[src/rtl/miner_nonce_sched.sv]
// miner_nonce_sched: interleaved nonce sweep across hash lanes with round-robin golden-nonce collection FIFO.
module miner_nonce_sched #(
  parameter int LANES      = 4,
  parameter int NONCE_W    = 32,
  parameter int FIFO_DEPTH = 8,
  parameter int LID_W      = (LANES > 1) ? $clog2(LANES) : 1
) (
  input  logic                     clk,
  input  logic                     reset,
  input  logic                     work_start,
  input  logic [NONCE_W-1:0]       nonce_base,
  input  logic [LANES-1:0]         lane_en,
  output logic [LANES-1:0]         lane_run,
  output logic [LANES*NONCE_W-1:0] lane_nonce,
  input  logic [LANES-1:0]         hit_valid,
  input  logic [LANES*NONCE_W-1:0] hit_nonce,
  output logic                     res_valid,
  output logic [NONCE_W-1:0]       res_nonce,
  output logic [LID_W-1:0]         res_lane,
  input  logic                     res_ready,
  output logic                     busy,
  output logic                     done,
  output logic                     overflow
);
  localparam int SW = NONCE_W - $clog2(LANES);
  localparam int AW = $clog2(FIFO_DEPTH);
  typedef enum logic [1:0] {IDLE, RUN, DONE} state_t;
  state_t state_q, state_d;
  logic [SW-1:0] k_q, k_d;
  logic [NONCE_W-1:0] cur_q, cur_d;
  logic [LANES-1:0] en_q, en_d, hold_v_q, hold_v_d;
  logic [NONCE_W-1:0] hold_n_q [LANES];
  logic [NONCE_W-1:0] hold_n_d [LANES];
  logic [LID_W-1:0] ptr_q, ptr_d, gnt;
  logic gnt_v, push, pop, full, ovf_q, ovf_d;
  logic [NONCE_W+LID_W-1:0] mem_q [FIFO_DEPTH];
  logic [NONCE_W+LID_W-1:0] mem_d [FIFO_DEPTH];
  logic [NONCE_W+LID_W-1:0] head;
  logic [AW-1:0] wr_q, wr_d, rd_q, rd_d;
  logic [AW:0] cnt_q, cnt_d;
  assign busy      = state_q == RUN;
  assign done      = state_q == DONE;
  assign overflow  = ovf_q;
  assign lane_run  = {LANES{busy}} & en_q;
  assign full      = cnt_q == (AW+1)'(FIFO_DEPTH);
  assign res_valid = cnt_q != '0;
  assign head      = mem_q[rd_q];
  assign res_nonce = res_valid ? head[NONCE_W+LID_W-1:LID_W] : '0;
  assign res_lane  = res_valid ? head[LID_W-1:0] : '0;
  assign pop       = res_valid & res_ready;
  assign push      = gnt_v & (!full | pop);
  for (genvar i = 0; i < LANES; i++) begin : g_lane
    assign lane_nonce[i*NONCE_W +: NONCE_W] = lane_run[i] ? cur_q + NONCE_W'(i) : '0;
  end
  // Scan from the highest offset down so the nearest full hold at or after ptr wins.
  always_comb begin
    gnt   = '0;
    gnt_v = 1'b0;
    for (int j = LANES - 1; j >= 0; j--)
      if (hold_v_q[(int'(ptr_q) + j) % LANES]) begin
        gnt   = LID_W'((int'(ptr_q) + j) % LANES);
        gnt_v = 1'b1;
      end
  end
  always_comb begin
    state_d  = state_q;
    k_d      = k_q;
    cur_d    = cur_q;
    en_d     = en_q;
    hold_v_d = hold_v_q;
    hold_n_d = hold_n_q;
    ptr_d    = ptr_q;
    mem_d    = mem_q;
    wr_d     = wr_q;
    rd_d     = pop ? rd_q + 1'b1 : rd_q;
    cnt_d    = cnt_q + (AW+1)'(push) - (AW+1)'(pop);
    ovf_d    = ovf_q;
    if (state_q == RUN) begin
      k_d     = k_q + 1'b1;
      cur_d   = cur_q + NONCE_W'(LANES);
      state_d = &k_q ? DONE : RUN;
    end
    if (push) begin
      mem_d[wr_q] = {hold_n_q[gnt], gnt};
      wr_d        = wr_q + 1'b1;
      ptr_d       = LID_W'((int'(gnt) + 1) % LANES);
    end
    for (int i = 0; i < LANES; i++)
      if (hit_valid[i] && (!hold_v_q[i] || (push && gnt == LID_W'(i)))) begin
        hold_v_d[i] = 1'b1;
        hold_n_d[i] = hit_nonce[i*NONCE_W +: NONCE_W];
      end else if (hit_valid[i]) ovf_d = 1'b1;
      else if (push && gnt == LID_W'(i)) hold_v_d[i] = 1'b0;
    if (work_start) begin
      state_d  = RUN;
      k_d      = '0;
      cur_d    = nonce_base;
      en_d     = lane_en;
      hold_v_d = '0;
      wr_d     = '0;
      rd_d     = '0;
      cnt_d    = '0;
      ovf_d    = 1'b0;
    end
  end
  always_ff @(posedge clk or negedge reset) begin
    if (!reset) begin
      state_q  <= IDLE;
      k_q      <= '0;
      cur_q    <= '0;
      en_q     <= '0;
      hold_v_q <= '0;
      ptr_q    <= '0;
      wr_q     <= '0;
      rd_q     <= '0;
      cnt_q    <= '0;
      ovf_q    <= 1'b0;
      for (int i = 0; i < LANES; i++) hold_n_q[i] <= '0;
      for (int i = 0; i < FIFO_DEPTH; i++) mem_q[i] <= '0;
    end else begin
      state_q  <= state_d;
      k_q      <= k_d;
      cur_q    <= cur_d;
      en_q     <= en_d;
      hold_v_q <= hold_v_d;
      hold_n_q <= hold_n_d;
      ptr_q    <= ptr_d;
      mem_q    <= mem_d;
      wr_q     <= wr_d;
      rd_q     <= rd_d;
      cnt_q    <= cnt_d;
      ovf_q    <= ovf_d;
    end
  end
endmodule
[config.mk]
export PLATFORM = sky130hd
export DESIGN_NAME = miner_nonce_sched
export DESIGN_NICKNAME = d
export VERILOG_FILES = /design/src/rtl/miner_nonce_sched.sv
export SDC_FILE = /design/constraint.sdc
export NUM_CORES = 1
export LEC_CHECK = 0
export BUFFER_PORTS_ARGS = -buffer_cell sky130_fd_sc_hd__buf_2
export CORE_ASPECT_RATIO = 0.6
export CORE_UTILIZATION = 60
export DETAILED_ROUTE_END_ITERATION = 12
export GPL_TIMING_DRIVEN = 0
export MAX_ROUTING_LAYER = met4
export PLACE_DENSITY_LB_ADDON = 0.12
export SYNTH_ARGS = -nofsm -noshare
export SYNTH_HDL_FRONTEND = slang
export SYNTH_SLANG_ARGS = --single-unit
[constraint.sdc]
create_clock -name clk -period 6.57 [get_ports clk]
set_input_delay 0.657 -clock clk [delete_from_list [all_inputs] [get_ports clk]]
set_output_delay 0.657 -clock clk [all_outputs]
set_load 0.02 [all_outputs]
==> flow_summary.yaml <==
clock_network:
  h-tree-depth: 2
  clk_pin_slew_ps: 70
  cts.sinks: 485
  cts_buffers: 45
  clk_latency_ps: 580
  ctsRootBufferMaster: "clkbuf_16"
  cts_tree: "built"
  clockBufferDepth: 3
drt:
  first_iter_violations: 3396
  route.detailed.drc: 0
  drtPass1Iterations: 9
  vias: 22321
  wirelength_um: 90400
  routed_via_density: 6.86
  drtAntennaViolNets: 0
  routedWlPerCell_um: 27.8
worst_setup_path:
  crit_required_ps: 5910
  cp_num_buf_inv: 4
  end_kind: "primary output"
  rr_startpoint: "hold_v_q[0]"
  cp-startpoint: "cur_q[1]"
  path_delay_family: "buffers and inverters"
  crit_type: "register to primary output"
  cpPeakStageDelay_ps: 740
  cp_common_cell: "clkbuf_1"
  crit_chain: "clkbuf_1, clkbuf_1, inv_1, ha_1, a21oi_1, nor3_1, and3_1, xnor2_1, nor2_1, buf_2"
  slowest_stage: "clkbuf_1"
  cp-start-kind: "register"
  rr_worst_depth: 11
  arrival_ps: 4420
  crit_fanout: 10
  cp_num_cells: 10
sta:
  period_needed_ps: 5080
  rsz0062_at_grt: "false"
  relSlewSlack: -0.0251
  worst_slew_pin_slew_ps: 1530
  drv_slew: 6
  fmax_ghz: 0.197
  hold_slack_ps: 296
  fin_worst_skew_ps: 29.4
  setup_violations: 0
  finalCritPeriodShare: 0.773
  hold_violations: 0
synthesis:
  yosysWarningCount: 0
  syn_avg_cell_area_sq_um: 10.8
  syn_area_sq_um: 24800
  synth-seq-cells: 485
  ys_seq_area_frac: 0.489
  syn_inst: 2292
  synth.distinct_cells: 55
  yosysTopAreaCell: "dfrtp_1"
  yosys-top-cells-area: "dfrtp_1, o221ai_1, mux4_2"
  synth_fp_nets: 2483
  yosysTopAreaCellShare: 0.489
worst_hold_path:
  hold_class: "input port to register"
  hold_depth: 3
  hold_path_startpoint: "nonce_base[31]"
floorplan:
  die_area_sq_um: 42200
  rows: 57
  initial_utilization: 0.612
  core_sq_um: 40600
  pin_count: 342
  die_x_um: 265
  die-height_um: 160
placement:
  dpl.hpwl_um: 65400
  gp_congestion: 1.11
  numPortBuffers: 340
finish:
  nNetsFinal: 2875
  layout-drive-gt1-share: 0.256
  synthToLayoutAreaGrowth_pct: 16.5
  fin_util: 0.712
run_status:
  violations: "capacitance limit, slew limit"
  status: "finished, violations left"
power:
  p_per_area_nw_per_um2: 408
  vdd_drop_max_mv: 0.252
  total_leakage_power_nw: 13.0
global_route:
  antenna_found_initial: 2
  grt_overflow_total: 0
  grt_pass1_vias: 21631
  grt_usage: 0.442
  grt_max_degree: 122
  grt_pass1_wl_um: 135000
run:
  drv_cap: 1
## layer usage
metal  vias to the layer above  global-route usage  part of all wire
met5                         -                   -                 0
met4                         0               0.128             0.032
met3                       219               0.150              0.15
met2                      1808               0.567              0.40
met1                     11127               0.658              0.41
li1                       9167                   -                 -
## cell usage in the layout (no fill, tap or decap), drive strengths merged, types with 5 or more instances in the layout
| cell type | Yosys | final |
|---|---|---|
| a211oi | 5 | 5 |
| a21o | 5 | 5 |
| a21oi | 24 | 24 |
| and2 | 8 | 8 |
| and3 | 45 | 45 |
| buf | 80 | 424 |
| clkbuf | 121 | 186 |
| clkinv | 2 | 11 |
| dfrtp | 485 | 485 |
| ha | 18 | 18 |
| inv | 25 | 25 |
| mux2 | 133 | 133 |
| mux2i | 103 | 103 |
| mux4 | 68 | 68 |
| nand2 | 375 | 375 |
| nand2b | 7 | 7 |
| nand3 | 60 | 60 |
| nand4 | 33 | 33 |
| nor2 | 169 | 169 |
| nor2b | 9 | 9 |
| nor3 | 19 | 19 |
| nor4 | 18 | 18 |
| o21ai | 47 | 47 |
| o221ai | 256 | 256 |
| or2 | 5 | 5 |
| or3 | 7 | 7 |
| xnor2 | 56 | 56 |
| xor2 | 78 | 78 |
## cell usage after synthesis, drive strengths merged
library cell / instances
clkbuf: 121
clkinv: 2
a211o: 1
and4: 4
a41o: 1
o221ai: 256
o21ai: 47
a32oi: 1
a31oi: 3
fa: 1
inv: 25
dfrtp: 485
nand4: 33
xnor2: 56
a21boi: 4
mux4: 68
a211oi: 5
and2: 8
nor2: 169
o21ba: 1
a21o: 5
ha: 18
nor4: 18
o211ai: 1
or3: 7
nor3b: 1
a311oi: 2
nand3b: 1
buf: 80
nand3: 60
mux2i: 103
or2: 5
o22ai: 2
mux2: 133
and3: 45
xor2: 78
nor3: 19
nand2b: 7
nand2: 375
nor4b: 3
a21oi: 24
or4: 4
nor2b: 9
and4b: 1
## worst min-delay path, stage by stage
cell     delay [ps]
buf_2            80
nand2_1          40
o21ai_0          60
## state kept, by name, summed over array words and instances (netlist names)
name / cells
hold_v_q: 4
ptr_q: 2
k_q: 30
state_q: 2
overflow: 1
en_q: 4
rd_q: 3
wr_q: 3
hold_n_q: 128
cnt_q: 4
cur_q: 32
mem_q: 272
## logic make-up after synthesis
group,count (synthesis),synth area share
XOR/XNOR,134,0.0473
AND/OR/NAND/NOR,769,0.139
adder cells (fa/ha/maj),19,0.00988
buffers and inverters,228,0.0379
AO/OA/AOI/OAI,353,0.113
multiplexers,304,0.164
flip-flops,485,0.489
## layout make-up
cell class	instances	area [sq um]
flip-flops and latches	485	12100
multi-input cells	1579	11700
fillers	3039	11700
repair buffers	345	1830
clock buffers	65	1330
plain buffers	201	838
well taps	531	664
clock inverters	17	243
inverters	27	101
diodes	4	10.0
## report_power, final
group          leakage [nW]  switching [mW]  internal, mW
sequential             6.15           0.532          3.88
clock                 0.762            1.22          1.58
combinational          6.05            2.86          1.72
total                  13.0            4.61          7.18
## stage by stage
stage,cell area (sq um),power (mW),setup TNS (ps),setup slack (ps),instances
after detailed placement,27300,8.85,0,1680,3167
after global routing,28900,12.3,0,1490,3250
after floorplan,24800,7.27,0,3560,2292
after global placement,27200,8.62,-2257170,-4730,3163
final,28900,11.8,0,1490,3254
after CTS,28900,11.6,0,1660,3250
## worst paths after layout
kind	endpoint	slack, ps
worst max register to register	hold_n_q[80]	1560
min in group asynchronous	cur_q[9]	570
worst min-delay path	cur_q[31]	300
max in group asynchronous	mem_q[28]	4020
worst min register to register	mem_q[178]	490
worst max-delay path	lane_nonce[109]	1490
## repair_timing
item | 4_1_cts | 5_1_grt
resized for setup | 0 | 0
endpoints found under the hold margin | 24 | 0
setup buffers | 0 | 0
hold buffers | 1 | 0
Power figures use the tool's default switching activity.
